**config.mk**
```make
export PLATFORM = sky130hd
export DESIGN_NAME = lane_pixel_indexer_flat
export DESIGN_NICKNAME = d
export VERILOG_FILES = /design/src/rtl/lane_pixel_indexer_if.sv /design/src/rtl/lane_pixel_indexer.sv /design/src/flat_wrapper.sv
export SDC_FILE = /design/constraint.sdc
export NUM_CORES = 1
export LEC_CHECK = 0
export ABC_AREA = 1
export ABC_CLOCK_PERIOD_IN_PS = 5800
export CAP_MARGIN = 20
export CORE_MARGIN = 8
export CORE_UTILIZATION = 55
export DETAILED_ROUTE_END_ITERATION = 6
export DONT_BUFFER_PORTS = 1
export PLACE_DENSITY_LB_ADDON = 0.05
export SLEW_MARGIN = 20
export SYNTH_ARGS = -nofsm -noshare
export SYNTH_HDL_FRONTEND = slang
export SYNTH_SLANG_ARGS = --single-unit
```
**constraint.sdc**
```tcl
create_clock -name clock -period 5.8 [get_ports clock]
set_input_delay 0.58 -clock clock [delete_from_list [all_inputs] [get_ports clock]]
set_output_delay 0.58 -clock clock [all_outputs]
set_load 0.01 [all_outputs]
```
**src/rtl/lane_pixel_indexer_if.sv**
```systemverilog
// Pixel stream, arrow/judgement inputs, sprite ROM port and palette index output
// of the lane pixel indexer, grouped so producer and consumer share one bundle.
interface lane_pixel_indexer_if #(
  parameter int NUM_PLAYERS = 2,
  parameter int ROWS        = 8,
  parameter int LANE_W_LOG2 = 6,
  parameter int ROW_H_LOG2  = 6
);
  logic                                pix_valid;
  logic                                pix_sof;
  logic [NUM_PLAYERS*ROWS*3-1:0]       arrow_array;
  logic [ROW_H_LOG2-1:0]               scroll;
  logic [NUM_PLAYERS-1:0]              judge_stb;
  logic [2*NUM_PLAYERS-1:0]            judge_code;
  logic [3+LANE_W_LOG2+ROW_H_LOG2-1:0] sprite_addr;
  logic [7:0]                          sprite_data;
  logic [7:0]                          index;
  logic                                index_valid;

  modport master (
    output pix_valid, pix_sof, arrow_array, scroll, judge_stb, judge_code, sprite_data,
    input  sprite_addr, index, index_valid
  );

  modport slave (
    input  pix_valid, pix_sof, arrow_array, scroll, judge_stb, judge_code, sprite_data,
    output sprite_addr, index, index_valid
  );
endinterface

```
**src/rtl/lane_pixel_indexer.sv**
```systemverilog
// Three-stage raster-to-palette-index pipeline: arrow lanes per player from a
// frame-latched arrow array, plus a bottom indicator panel with timed judgement colours.
module lane_pixel_indexer #(
  parameter int         H_ACTIVE        = 640,
  parameter int         V_ACTIVE        = 480,
  parameter int         PANEL_H         = 53,
  parameter int         NUM_PLAYERS     = 2,
  parameter int         LANES           = 5,
  parameter int         LANE_W_LOG2     = 6,
  parameter int         ROW_H_LOG2      = 6,
  parameter int         ROWS            = 8,
  parameter int         HOLD_FRAMES     = 30,
  parameter logic [7:0] BG_IDX          = 8'h00,
  parameter logic [7:0] TRANSPARENT_IDX = 8'hFF,
  parameter logic [7:0] DEFAULT_IDX     = 8'h10,
  parameter logic [7:0] EXC_IDX         = 8'h11,
  parameter logic [7:0] GOOD_IDX        = 8'h12,
  parameter logic [7:0] BAD_IDX         = 8'h13
) (
  input logic                  clock,
  input logic                  resetn,
  lane_pixel_indexer_if.slave  bus_io
);

  localparam int XW  = $clog2(H_ACTIVE);
  localparam int YW  = $clog2(V_ACTIVE);
  localparam int EW  = ((YW > ROW_H_LOG2) ? YW : ROW_H_LOG2) + 1;
  localparam int AW  = NUM_PLAYERS * ROWS * 3;
  localparam int SAW = 3 + LANE_W_LOG2 + ROW_H_LOG2;
  localparam int CW  = $clog2(HOLD_FRAMES + 1);

  typedef enum logic {IND_IDLE = 1'b0, IND_HOLD = 1'b1} ind_state_e;
  typedef enum logic [1:0] {RG_BG = 2'd0, RG_ARROW = 2'd1, RG_PANEL = 2'd2} region_e;

  function automatic logic [7:0] ind_colour(input ind_state_e st, input logic [1:0] code);
    logic [7:0] c;
    c = DEFAULT_IDX;
    if (st == IND_HOLD) begin
      case (code)
        2'b11:   c = EXC_IDX;
        2'b10:   c = GOOD_IDX;
        2'b01:   c = BAD_IDX;
        default: c = DEFAULT_IDX;
      endcase
    end else begin
      c = DEFAULT_IDX;
    end
    return c;
  endfunction

  logic [XW-1:0]  x_q, x_d, cur_x_s;
  logic [YW-1:0]  y_q, y_d, cur_y_s;
  logic [AW-1:0]  arr_q, arr_s;
  logic [ROW_H_LOG2-1:0] scroll_q, scroll_s;
  logic           sof_s;

  ind_state_e     ind_st_q   [NUM_PLAYERS];
  ind_state_e     ind_st_d   [NUM_PLAYERS];
  logic [1:0]     ind_code_q [NUM_PLAYERS];
  logic [1:0]     ind_code_d [NUM_PLAYERS];
  logic [CW-1:0]  ind_cnt_q  [NUM_PLAYERS];
  logic [CW-1:0]  ind_cnt_d  [NUM_PLAYERS];

  logic [XW-1:0]  lane_g_s, player_s, lane_s;
  logic [EW-1:0]  y_eff_s, row_s;
  logic [2:0]     code_s;
  logic [7:0]     panel_col_s;
  region_e        region_s;
  logic [SAW-1:0] addr_q, addr_d;

  logic           s1_valid_q, s2_valid_q;
  region_e        s1_region_q, s2_region_q;
  logic [7:0]     s1_col_q, s2_col_q;
  logic [7:0]     index_q, index_d;
  logic           index_valid_q;

  assign sof_s    = bus_io.pix_valid & bus_io.pix_sof;
  // The sof pixel already belongs to the new frame, so it sees the fresh inputs.
  assign arr_s    = sof_s ? bus_io.arrow_array : arr_q;
  assign scroll_s = sof_s ? bus_io.scroll : scroll_q;

  // Current pixel position and raster advance.
  always_comb begin
    if (sof_s) begin
      cur_x_s = '0;
      cur_y_s = '0;
    end else begin
      cur_x_s = x_q;
      cur_y_s = y_q;
    end
    x_d = x_q;
    y_d = y_q;
    if (bus_io.pix_valid) begin
      if (cur_x_s == XW'(H_ACTIVE - 1)) begin
        x_d = '0;
        y_d = (cur_y_s == YW'(V_ACTIVE - 1)) ? '0 : cur_y_s + YW'(1);
      end else begin
        x_d = cur_x_s + XW'(1);
        y_d = cur_y_s;
      end
    end else begin
      x_d = x_q;
      y_d = y_q;
    end
  end

  // Indicator FSM next state; a strobe beats a coincident sof.
  always_comb begin
    for (int p = 0; p < NUM_PLAYERS; p++) begin
      ind_st_d[p]   = ind_st_q[p];
      ind_code_d[p] = ind_code_q[p];
      ind_cnt_d[p]  = ind_cnt_q[p];
      if (bus_io.judge_stb[p] && (bus_io.judge_code[2*p +: 2] != 2'b00)) begin
        ind_st_d[p]   = IND_HOLD;
        ind_code_d[p] = bus_io.judge_code[2*p +: 2];
        ind_cnt_d[p]  = CW'(HOLD_FRAMES);
      end else begin
        case (ind_st_q[p])
          IND_IDLE: ind_st_d[p] = IND_IDLE;
          IND_HOLD: begin
            if (sof_s) begin
              if (ind_cnt_q[p] <= CW'(1)) begin
                ind_st_d[p]   = IND_IDLE;
                ind_code_d[p] = 2'b00;
                ind_cnt_d[p]  = '0;
              end else begin
                ind_cnt_d[p]  = ind_cnt_q[p] - CW'(1);
              end
            end else begin
              ind_cnt_d[p] = ind_cnt_q[p];
            end
          end
          default: ind_st_d[p] = IND_IDLE;
        endcase
      end
    end
  end

  // Stage 1: region decode and sprite address.
  always_comb begin
    lane_g_s = cur_x_s >> LANE_W_LOG2;
    player_s = lane_g_s / XW'(LANES);
    lane_s   = lane_g_s - player_s * XW'(LANES);
    y_eff_s  = EW'(cur_y_s) + EW'(scroll_s);
    row_s    = y_eff_s >> ROW_H_LOG2;
    code_s   = 3'd0;
    panel_col_s = DEFAULT_IDX;
    for (int p = 0; p < NUM_PLAYERS; p++) begin
      panel_col_s = (player_s == XW'(p)) ? ind_colour(ind_st_q[p], ind_code_q[p]) : panel_col_s;
      for (int r = 0; r < ROWS; r++) begin
        code_s = ((player_s == XW'(p)) && (row_s == EW'(r))) ? arr_s[(p*ROWS+r)*3 +: 3] : code_s;
      end
    end
    if (player_s >= XW'(NUM_PLAYERS)) begin
      region_s = RG_BG;
    end else if (cur_y_s >= YW'(V_ACTIVE - PANEL_H)) begin
      region_s = RG_PANEL;
    end else if ((row_s < EW'(ROWS)) && (code_s != 3'd0) && (XW'(code_s) == lane_s + XW'(1))) begin
      region_s = RG_ARROW;
    end else begin
      region_s = RG_BG;
    end
    if (bus_io.pix_valid && (region_s == RG_ARROW)) begin
      addr_d = {code_s - 3'd1, y_eff_s[ROW_H_LOG2-1:0], cur_x_s[LANE_W_LOG2-1:0]};
    end else begin
      addr_d = addr_q;
    end
  end

  // Stage 3: resolve final palette index; hold it across bubbles.
  always_comb begin
    index_d = index_q;
    if (s2_valid_q) begin
      case (s2_region_q)
        RG_ARROW: index_d = (bus_io.sprite_data == TRANSPARENT_IDX) ? BG_IDX : bus_io.sprite_data;
        RG_PANEL: index_d = s2_col_q;
        default:  index_d = BG_IDX;
      endcase
    end else begin
      index_d = index_q;
    end
  end

  // Raster, snapshot, indicator and pipeline registers.
  always_ff @(posedge clock or negedge resetn) begin
    if (!resetn) begin
      x_q           <= '0;
      y_q           <= '0;
      arr_q         <= '0;
      scroll_q      <= '0;
      addr_q        <= '0;
      s1_valid_q    <= 1'b0;
      s1_region_q   <= RG_BG;
      s1_col_q      <= 8'h00;
      s2_valid_q    <= 1'b0;
      s2_region_q   <= RG_BG;
      s2_col_q      <= 8'h00;
      index_q       <= BG_IDX;
      index_valid_q <= 1'b0;
      for (int p = 0; p < NUM_PLAYERS; p++) begin
        ind_st_q[p]   <= IND_IDLE;
        ind_code_q[p] <= 2'b00;
        ind_cnt_q[p]  <= '0;
      end
    end else begin
      x_q <= x_d;
      y_q <= y_d;
      if (sof_s) begin
        arr_q    <= bus_io.arrow_array;
        scroll_q <= bus_io.scroll;
      end
      addr_q        <= addr_d;
      s1_valid_q    <= bus_io.pix_valid;
      s1_region_q   <= region_s;
      s1_col_q      <= panel_col_s;
      s2_valid_q    <= s1_valid_q;
      s2_region_q   <= s1_region_q;
      s2_col_q      <= s1_col_q;
      index_q       <= index_d;
      index_valid_q <= s2_valid_q;
      for (int p = 0; p < NUM_PLAYERS; p++) begin
        ind_st_q[p]   <= ind_st_d[p];
        ind_code_q[p] <= ind_code_d[p];
        ind_cnt_q[p]  <= ind_cnt_d[p];
      end
    end
  end

  assign bus_io.sprite_addr = addr_q;
  assign bus_io.index       = index_q;
  assign bus_io.index_valid = index_valid_q;

endmodule

```
**src/flat_wrapper.sv**
```systemverilog
// flat-port wrapper written by rule: the top's interface ports become plain ports
module lane_pixel_indexer_flat 
#(
  parameter int         H_ACTIVE        = 640,
  parameter int         V_ACTIVE        = 480,
  parameter int         PANEL_H         = 53,
  parameter int         NUM_PLAYERS     = 2,
  parameter int         LANES           = 5,
  parameter int         LANE_W_LOG2     = 6,
  parameter int         ROW_H_LOG2      = 6,
  parameter int         ROWS            = 8,
  parameter int         HOLD_FRAMES     = 30,
  parameter logic [7:0] BG_IDX          = 8'h00,
  parameter logic [7:0] TRANSPARENT_IDX = 8'hFF,
  parameter logic [7:0] DEFAULT_IDX     = 8'h10,
  parameter logic [7:0] EXC_IDX         = 8'h11,
  parameter logic [7:0] GOOD_IDX        = 8'h12,
  parameter logic [7:0] BAD_IDX         = 8'h13
)
  (clock, resetn, bus_io_pix_valid, bus_io_pix_sof, bus_io_arrow_array, bus_io_scroll, bus_io_judge_stb, bus_io_judge_code, bus_io_sprite_data, bus_io_sprite_addr, bus_io_index, bus_io_index_valid);
  lane_pixel_indexer_if #(.NUM_PLAYERS(NUM_PLAYERS), .ROWS(ROWS), .LANE_W_LOG2(LANE_W_LOG2), .ROW_H_LOG2(ROW_H_LOG2)) bus_io_i ();
  input logic clock;
  input logic resetn;
  input wire logic [$bits(bus_io_i.pix_valid)-1:0] bus_io_pix_valid;
  input wire logic [$bits(bus_io_i.pix_sof)-1:0] bus_io_pix_sof;
  input wire logic [$bits(bus_io_i.arrow_array)-1:0] bus_io_arrow_array;
  input wire logic [$bits(bus_io_i.scroll)-1:0] bus_io_scroll;
  input wire logic [$bits(bus_io_i.judge_stb)-1:0] bus_io_judge_stb;
  input wire logic [$bits(bus_io_i.judge_code)-1:0] bus_io_judge_code;
  input wire logic [$bits(bus_io_i.sprite_data)-1:0] bus_io_sprite_data;
  output wire logic [$bits(bus_io_i.sprite_addr)-1:0] bus_io_sprite_addr;
  output wire logic [$bits(bus_io_i.index)-1:0] bus_io_index;
  output wire logic [$bits(bus_io_i.index_valid)-1:0] bus_io_index_valid;
  assign bus_io_i.pix_valid = bus_io_pix_valid;
  assign bus_io_i.pix_sof = bus_io_pix_sof;
  assign bus_io_i.arrow_array = bus_io_arrow_array;
  assign bus_io_i.scroll = bus_io_scroll;
  assign bus_io_i.judge_stb = bus_io_judge_stb;
  assign bus_io_i.judge_code = bus_io_judge_code;
  assign bus_io_i.sprite_data = bus_io_sprite_data;
  assign bus_io_sprite_addr = bus_io_i.sprite_addr;
  assign bus_io_index = bus_io_i.index;
  assign bus_io_index_valid = bus_io_i.index_valid;
  lane_pixel_indexer #(.H_ACTIVE(H_ACTIVE), .V_ACTIVE(V_ACTIVE), .PANEL_H(PANEL_H), .NUM_PLAYERS(NUM_PLAYERS), .LANES(LANES), .LANE_W_LOG2(LANE_W_LOG2), .ROW_H_LOG2(ROW_H_LOG2), .ROWS(ROWS), .HOLD_FRAMES(HOLD_FRAMES), .BG_IDX(BG_IDX), .TRANSPARENT_IDX(TRANSPARENT_IDX), .DEFAULT_IDX(DEFAULT_IDX), .EXC_IDX(EXC_IDX), .GOOD_IDX(GOOD_IDX), .BAD_IDX(BAD_IDX)) u_core (.clock(clock), .resetn(resetn), .bus_io(bus_io_i));
endmodule
```
**Yosys cells after proc, flatten, opt, wreduce, memory -nomap -nowiden**

Cells that the tools add are included.

- Logic and storage cells: 152
- Register bits after elaboration: 135
- Output and inout port bits: 24

- Multipliers: 1
- Muxes and demuxes: 58
- Order comparisons: 5
- Reduce and logical (&&, ||, !) cells: 36
- Bitwise logic cells: 3
- Divide/modulo/power cells: 1
- Add/subtract/negate cells: 8
- Equality and inequality tests: 21

Operators by type and width:

| kind | number |
|---|---|
| two-way mux 3 bit | 16 |
| two-way mux 48 bit | 1 |
| two-way mux 5 bit | 8 |
| two-way mux 9 bit | 3 |
| two-way mux 2 bit | 13 |
| logical AND 1 bit | 21 |
| adder 10 x 1 -> 10 bit (second input constant) | 2 |
| zero test 10 bit | 2 |
| two-way mux 10 bit | 2 |
| equality test 4 x 3 -> 1 bit (second input constant) | 4 |
| two-way mux 8 bit | 2 |
| one-hot mux 8 bit (2 select lines) | 1 |
| nonzero test 2 bit | 8 |
| one-hot mux 2 bit (3 select lines) | 2 |
| adder 9 x 6 -> 10 bit | 1 |
| divider 4 x 3 -> 10 bit (second input constant) | 1 |
| equality test 10 x 1 -> 1 bit (second input constant) | 1 |
| equality test 10 bit (second input constant) | 1 |
| equality test 2 bit (second input constant) | 5 |
| equality test 3 x 10 -> 1 bit | 1 |
| greater-or-equal comparator 10 x 2 -> 1 bit (second input constant) | 1 |
| less-or-equal comparator 5 x 1 -> 1 bit (second input constant) | 2 |
| multiplier 10 x 3 -> 10 bit (second input constant) | 1 |
| subtractor 4 x 10 -> 10 bit | 1 |
| 18 further kinds | 33 |

**Longest topological paths before layout**

Gate-level depths: netlist (run 1).

- Depth after elaboration: 29
- Depth in mapped cells: 50
- Gate-level depth less buffers: 43

**Worst setup path after synthesis (run 1)**

OpenSTA, ideal clock, no wires.

- Kind: input to register
- Start point: input port bus_io_pix_valid
- End point: register u_core.addr_q[13], in the netlist u_core.bus_io.sprite_addr[13]
- Setup time: 0.117 ns
- Arrival: 5.737 ns
- Stages on the path: 46
- Path slack: -0.054 ns
- Path buffers: 7
- Cells stage by stage: nand2_4 buf_2 inv_1 buf_2 buf_2 buf_2 buf_1 clkbuf_1 or2_2 o21ai_0 fa_1 inv_1 nand2_1 nand3_1 nand3_1 nand2_1 nand2_2 nor2_2 [... 10 more ...] nand2_1 nand3_1 nand2_1 nand2_1 inv_1 ha_1 ha_1 nor3_1 o211ai_1 nor2_1 nand3_1 nor2_1 inv_1 nor2_2 nand3_2 buf_4 nand2_1 nand2_1

- Longest elaborated chain between the ends: 29
- Elaborated cells between the ends (all ways): 65
- Those cells by class: add/sub (4); mul (1); div (1); order compare (3); eq/ne (10); mux (23); bitwise (1); reduce/logical (22)

RTL lines:

| item | line | source |
|---|---|---|
| from (decl) | flat_wrapper.sv:24 | `input wire logic [$bits(bus_io_i.pix_valid)-1:0] bus_io_pix_valid;` |
| parallel branches: the longest is 29 deep, another holds divider 4 x 3 -> 10 bit | n/a |  |
| to (signal assigned) | lane_pixel_indexer.sv:212 | `addr_q <= addr_d;` |
| to (decl) | lane_pixel_indexer.sv:69 | `logic [SAW-1:0] addr_q, addr_d;` |

Several ways; the timed one is not identified.
A chain may end at the register's enable or synchronous reset.

**Worst setup path after layout (run 1)**

- Start point: input port bus_io_pix_valid
- End point: register u_core.addr_q[7], in the netlist u_core.bus_io.sprite_addr[7]

The elaborated chain is that of the path after synthesis.

==> results of run 1 <==
-- layer usage --
metal / vias up / part of all wire (%)
li1: 2894 / -
met1: 2680 / 44
met2: 155 / 48
met3: 32 / 5.8
met4: 0 / 2.1
met5: - / 0
-- per-stage QoR --
stage          util [%]  power (W)  area, um^2  hold WS, ps  cells
2_1_floorplan         -    0.00130        7010          284    911
3_3_place_gp       57.1    0.00136        7150          288   1065
3_5_place_dp       57.1    0.00138        7150          288   1065
4_1_cts            62.1    0.00245        7770          155   1097
5_1_grt            62.1    0.00254        7770          154   1097
6_report           62.1    0.00243        7770          110   1097
-- worst paths after layout --
| kind | depth (start not counted) | end | slack (ps) | startpoint |
|---|---|---|---|---|
| setup / recovery | 39 | u_core.bus_io.sprite_addr[7]$_DFFE_PN0P_ | 630 | bus_io_pix_valid |
| setup reg to reg | 38 | u_core.bus_io.sprite_addr[7]$_DFFE_PN0P_ | 750 | u_core.scroll_q[1]$_DFF_PN0_ |
| hold / removal | 1 | u_core.bus_io.index[7]$_DFFE_PN0P_ | 110 | resetn |
| hold reg to reg | 0 | u_core.s2_col_q[4]$_DFF_PN0_ | 350 | u_core.s1_col_q[4]$_DFF_PN0_ |
| min in group clock | 0 | u_core.s1_valid_q$_DFF_PN0_ | 180 | bus_io_pix_valid |
| max in group asynchronous | 1 | u_core.arr_q[38]$_DFF_PN0_ | 5230 | resetn |
-- kinds of logic after synthesis --
group	count (synthesis)	synth area share, %
xor+xnor	17	2.12
flops	125	44.6
buf+inv	161	8.98
simple gates	490	30.8
compound gates	84	7.14
fa+ha+maj	33	6.32
other cells	1	0.0535
-- power groups by stage --
stage / combinational (W) / clock, W / sequential (W)
final: 0.000299 / 0.00105 / 0.00108
after detailed placement: 0.000281 / 0 / 0.00109
after global placement: 0.000269 / 0 / 0.00109
after global routing: 0.000352 / 0.00110 / 0.00109
after floorplan: 0.000227 / 0 / 0.00107
after CTS: 0.000304 / 0.00106 / 0.00108
-- synth_stat cells (all sizes together) (9+ instances only) --
cell type and instances:
buf 12, clkbuf 11, dfrtp 125, inv 137
nand4 17, nor2 61, o22ai 13, a21oi 13
xor2 10, and2 10, nand3 71, nand2 314
o21ai 40, ha 29, or2 9
-- final cells by class --
cell class | count | area share [%]
clock inverters | 6 | 1.06
inverters | 138 | 6.67
well taps | 172 | 2.77
flip-flops and latches | 125 | 40.3
repair buffers | 6 | 0.837
clock buffers | 25 | 6.51
multi-input cells | 625 | 41.9
-- timing repair --
item	4_1_cts	5_1_grt
hold buffers	1	0
resized for setup	0	0
hold endpoints to repair	125	0
-- registers in the layout (all words and copies together), names as in the netlist --
| signal | count |
|---|---|
| u_core.scroll_q | 6 |
| u_core.ind_code_q | 4 |
| u_core.ind_cnt_q | 10 |
| u_core.s1_valid_q | 1 |
| u_core.s2_region_q | 2 |
| u_core.x_q | 10 |
| u_core.bus_io.sprite_addr | 15 |
| u_core.y_q | 9 |
| u_core.s2_valid_q | 1 |
| u_core.ind_st_q | 2 |
| u_core.s1_col_q | 3 |
| u_core.s1_region_q | 2 |
| u_core.bus_io.index | 8 |
| u_core.arr_q | 48 |
| u_core.s2_col_q | 3 |
| u_core.bus_io.index_valid | 1 |
-- critical path, delay by kind of cell --
| kind | cells | cell delay (ps) |
|---|---|---|
| AND/OR/NAND/NOR | 29 | 3210 |
| adder cells (fa/ha/maj) | 3 | 720 |
| buffers and inverters | 5 | 550 |
| AO/OA/AOI/OAI | 2 | 390 |
==> flow_summary_export.csv, run 1 <==
group,metric,value,unit
power_and_ir_drop,p_sw,0.000648,W
detailed_routing,ant_nets,0,
floorplan,row_count,41,
flow_run,maxCapViolCount,0,
grt,antenna_found_initial,0,
power_and_ir_drop,leakagePower,4.00,nW
finish,drive_gt1_share,8.32,%
floorplan,initial_core_util,56.0,%
grt,grt_util_met1,25.3,%
sta,rsz0062_at_grt,"no",
yosys,syn_area,7010,um^2
critical_path,path_class,"in -> reg",
finish,multiInputGateArea,3250,um^2
grt,grt_pass1_vias,5775,
yosys,synth_largest_area_cell,"dfrtp_1",
grt,grt_max_degree,126,
detailed_routing,wl_per_cell,14.9,um
power_and_ir_drop,clock_power_share,43.3,%
floorplan,die-area,16600,um^2
yosys,synth_warnings,0,
power_and_ir_drop,swShare,26.7,%
critical_path,crit_top_cell,"nand2_1",
critical_path,arrival,5470,ps
yosys,synthesis.nets,1016,
detailed_routing,drt_iter0_drc,426,
critical_path,critical_path.max_fanout,34,
yosys,synth-edff-count,0,
power_and_ir_drop,p_per_area,312,nW/um^2
sta,worst_pin_slew,707,ps
grt,use_met2,34.4,%
sta,fin_ws,634,ps
floorplan,die_h,129,um
grt,grt_overflow,0,
yosys,syn-instance-count,911,
yosys,synth_cell_types,42,
critical_path,cp_slowest_cell,"nor2_1",
critical_path,critical-path-max-stage-delay,370,ps
cts,cts.sinks,125,
floorplan,die_x,129,um
finish,layout.nets,1018,
detailed_routing,wirelength,16.3,mm
cts,insertion_delay,430,ps
placement,pre_cts_ws,214,ps
cts,cts_buffers,17,
power_and_ir_drop,combPwrFrac,12.3,%
yosys,ys_seq_elements,125,
critical_path,start_kind,"primary input",
sta,timing.final.crit_period,5170,ps
critical_path,endpoint_kind,"flop",
finish,n_antenna_cell,0,
cts,clockBufferDepth,2,
yosys,synthTopCellsByArea,"dfrtp_1 45%, nand2_1 16%, inv_1 6.9%",
grt,met3_usage,5.38,%
placement,io_buffer_count,0,
sta,period_share,89.1,%
power_and_ir_drop,peakVddDrop,184,uV
sta,finalHoldViolations,0,
worst_hold_path,min_path_type,"in -> async",
sta,max-slew-margin-rel,52.4,%
grt,grt.busiest_layer,"met2",
finish,seq_area,3130,um^2
cts,post_cts.repair.setup_buffers,0,
finish,layout_common_cells,"305 x nand2_1, 128 x inv_1, 125 x dfrtp_1",
finish,n_fill_cell,1145,
placement,gp_routability_congestion,0.876,
yosys,synth_top_area_share,44.6,%
placement,hpwl,12.0,mm
power_and_ir_drop,seqPwrFrac,44.4,%
floorplan,core-area,12500,um^2
grt,grt_pass1_wl,27.4,mm
yosys,syn_avg_cell_area,7.70,um^2
yosys,yosysSeqAreaShare,44.6,%
yosys,synth-async-reset-ratio,100,%
detailed_routing,dr.pass1.iters,5,
sta,drv_slew,0,
cts,cts_tree,"built",
detailed_routing,vias,5761,
finish,syn_to_final_growth,10.8,%
run_status,status,"finished clean",
sta,setup_violations,0,
floorplan,io_pins,96,
sta,setup_tns,0,ps
detailed_routing,drc,0,
cts,htree_levels,4,
sta,skew,6.03,ps
power_and_ir_drop,power.internal,0.00178,W
grt,track_usage,20.8,%
sta,fmax,194,MHz
finish,final_common_cell,"nand2_1",
yosys,synthFlopType,"dfrtp_1",
detailed_routing,viasPerCell,5.25,
cts,cts_root_buf,"clkbuf_16",
critical_path,cp.required,6110,ps
cts,path_clk_slew,50,ps
Note: power is estimated with default switching activity, not from simulation.
==> run 2: changes to the inputs <==
--- a/config.mk
+++ b/config.mk
@@ -9,9 +9,10 @@
 export ABC_CLOCK_PERIOD_IN_PS = 5800
 export CAP_MARGIN = 20
 export CORE_MARGIN = 8
-export CORE_UTILIZATION = 55
+export CORE_UTILIZATION = 45
 export DETAILED_ROUTE_END_ITERATION = 6
 export DONT_BUFFER_PORTS = 1
+export MAX_ROUTING_LAYER = met4
 export PLACE_DENSITY_LB_ADDON = 0.05
 export SLEW_MARGIN = 20
 export SYNTH_ARGS = -nofsm -noshare
==> flow_summary_export.csv, run 2 (same netlist as run 1, synthesis figures left out) <==
group,metric,value,unit
finish,drive_gt1_share,8.73,%
detailed_routing,drt_iter0_drc,249,
sta,setup_violations,0,
power_and_ir_drop,p_per_area,312,nW/um^2
sta,rsz0062_at_grt,"no",
cts,cts_tree,"built",
detailed_routing,ant_nets,0,
sta,finalHoldViolations,0,
floorplan,die_h,141,um
critical_path,arrival,5370,ps
critical_path,endpoint_kind,"flop",
critical_path,r2r-start,"u_core.scroll_q[1]$_DFF_PN0_",
placement,hpwl,12.7,mm
critical_path,cp.required,6100,ps
power_and_ir_drop,finalPower,0.00244,W
placement,dpl_cell_area,7200,um^2
critical_path,rr_worst_depth,36,
critical_path,critPathBufInv,6,
finish,layout.nets,1021,
grt,grt_overflow,0,
placement,gp_routability_congestion,0.866,
sta,worst_pin_slew,784,ps
cts,postCtsResizedCells,0,
detailed_routing,wl_per_cell,15.1,um
run_status,status,"finished clean",
cts,clockBufferDepth,2,
critical_path,start_kind,"primary input",
grt,track_usage,18.4,%
critical_path,cp_slowest_cell,"buf_4",
critical_path,critical_path.max_fanout,34,
sta,setup_tns,0,ps
finish,layout_common_cells,"305 x nand2_1, 128 x inv_1, 125 x dfrtp_1",
floorplan,row_count,45,
floorplan,core-area,15200,um^2
finish,final_core_util,51.4,%
finish,syn_to_final_growth,11.5,%
floorplan,die_x,141,um
finish,largest-register,"u_core.arr_q",
critical_path,reg2reg_to,"u_core.bus_io.sprite_addr[0]$_DFFE_PN0P_",
cts,htree_levels,4,
detailed_routing,wirelength,16.9,mm
sta,max-slew-margin-rel,47.2,%
worst_hold_path,min_path_type,"in -> async",
critical_path,crit_top_cell,"nand2_1",
critical_path,cp_num_cells,36,
detailed_routing,drc,0,
cts,post_cts.repair.setup_buffers,0,
grt,grt_max_degree,126,
sta,period_share,87.5,%
placement,pre_cts_ws,248,ps
finish,largest_register_ffs,48,
cts,cts.sinks,125,
grt,grt_pass1_wl,28.6,mm
floorplan,initial_core_util,46.1,%
detailed_routing,vias,5686,
cts,insertion_delay,420,ps
sta,skew,8.20,ps
power_and_ir_drop,leakagePower,4.01,nW
detailed_routing,viasPerCell,5.09,
critical_path,crit_family,"simple AND/OR/NAND/NOR gates",
critical_path,path_class,"in -> reg",
floorplan,io_pins,96,
grt,antenna_found_initial,1,
sta,fmax,197,MHz
sta,fin_ws,727,ps
finish,final_common_cell,"nand2_1",
critical_path,r2r_slack,820,ps
cts,path_clk_slew,60,ps
cts,cts_buffers,17,
sta,drv_slew,0,
placement,io_buffer_count,0,
finish,finalInstanceArea,7820,um^2
detailed_routing,dr.pass1.iters,5,
critical_path,critical-path-max-stage-delay,370,ps
sta,timing.final.crit_period,5070,ps
floorplan,die-area,19800,um^2
flow_run,maxCapViolCount,0,
grt,grt_pass1_vias,5844,
cts,cts_root_buf,"clkbuf_16",
power_and_ir_drop,peakVddDrop,188,uV
==> run 2: cell count changes in the layout (fill, tap and decap cells not counted) <==
cell        delta
clkbuf_1       -1
clkinvlp_4     +3
bufinv_16      +1
clkbuf_8       -4
clkinv_4       +1
buf_4          +3
diode_2        +1
==> run 2: worst max path at each step <==
stage | endpoint | slack, ps | start
floorplan | u_core.bus_io.sprite_addr[13]$_DFFE_PN0P_ | 30 | bus_io_pix_valid
global placement | u_core.bus_io.sprite_addr[2]$_DFFE_PN0P_ | 270 | bus_io_pix_valid
detailed placement | u_core.bus_io.sprite_addr[1]$_DFFE_PN0P_ | 250 | bus_io_pix_valid
CTS | u_core.bus_io.sprite_addr[1]$_DFFE_PN0P_ | 680 | bus_io_pix_valid
global route | u_core.bus_io.sprite_addr[3]$_DFFE_PN0P_ | 140 | u_core.y_q[0]$_DFFE_PN0P_
finish | u_core.bus_io.sprite_addr[0]$_DFFE_PN0P_ | 730 | bus_io_pix_valid
==> run 2: repair_timing <==
action                     in CTS  in global routing
setup endpoints to repair       0                  0
hold buffers                    1                  0
hold endpoints to repair      125                  0
==> run 2: power by group <==
part / internal, W / switching (W) / total (W)
sequential: 0.000991 / 0.0000835 / 0.00107
clock: 0.000682 / 0.000385 / 0.00107
combinational: 0.000105 / 0.000194 / 0.000300
==> run 2: layer usage <==
layer / vias up / routed length [um] / track usage (%)
met5: - / 0 / -
met4: 0 / 259 / 6.11
met3: 21 / 915 / 5.13
met2: 115 / 7880 / 29.4
met1: 2660 / 7860 / 22.2
li1: 2890 / - / -
==> run 2: final cells by class <==
cell class                 instances  area [um^2]
inverter                         138          518
tap                              188          235
clock buffer                      20          447
multi-input combinational        625         3250
clock inverter                    11          144
sequential                       125         3130
fill                            1502         7390
timing repair buffer               9         87.6
antenna                            1         2.50
==> run 2: stage by stage <==
stage / cells / hold WS, ps
floorplan: 911 / 284
global placement: 1084 / 288
detailed placement: 1084 / 288
CTS: 1116 / 158
global route: 1117 / 137
finish: 1117 / 113
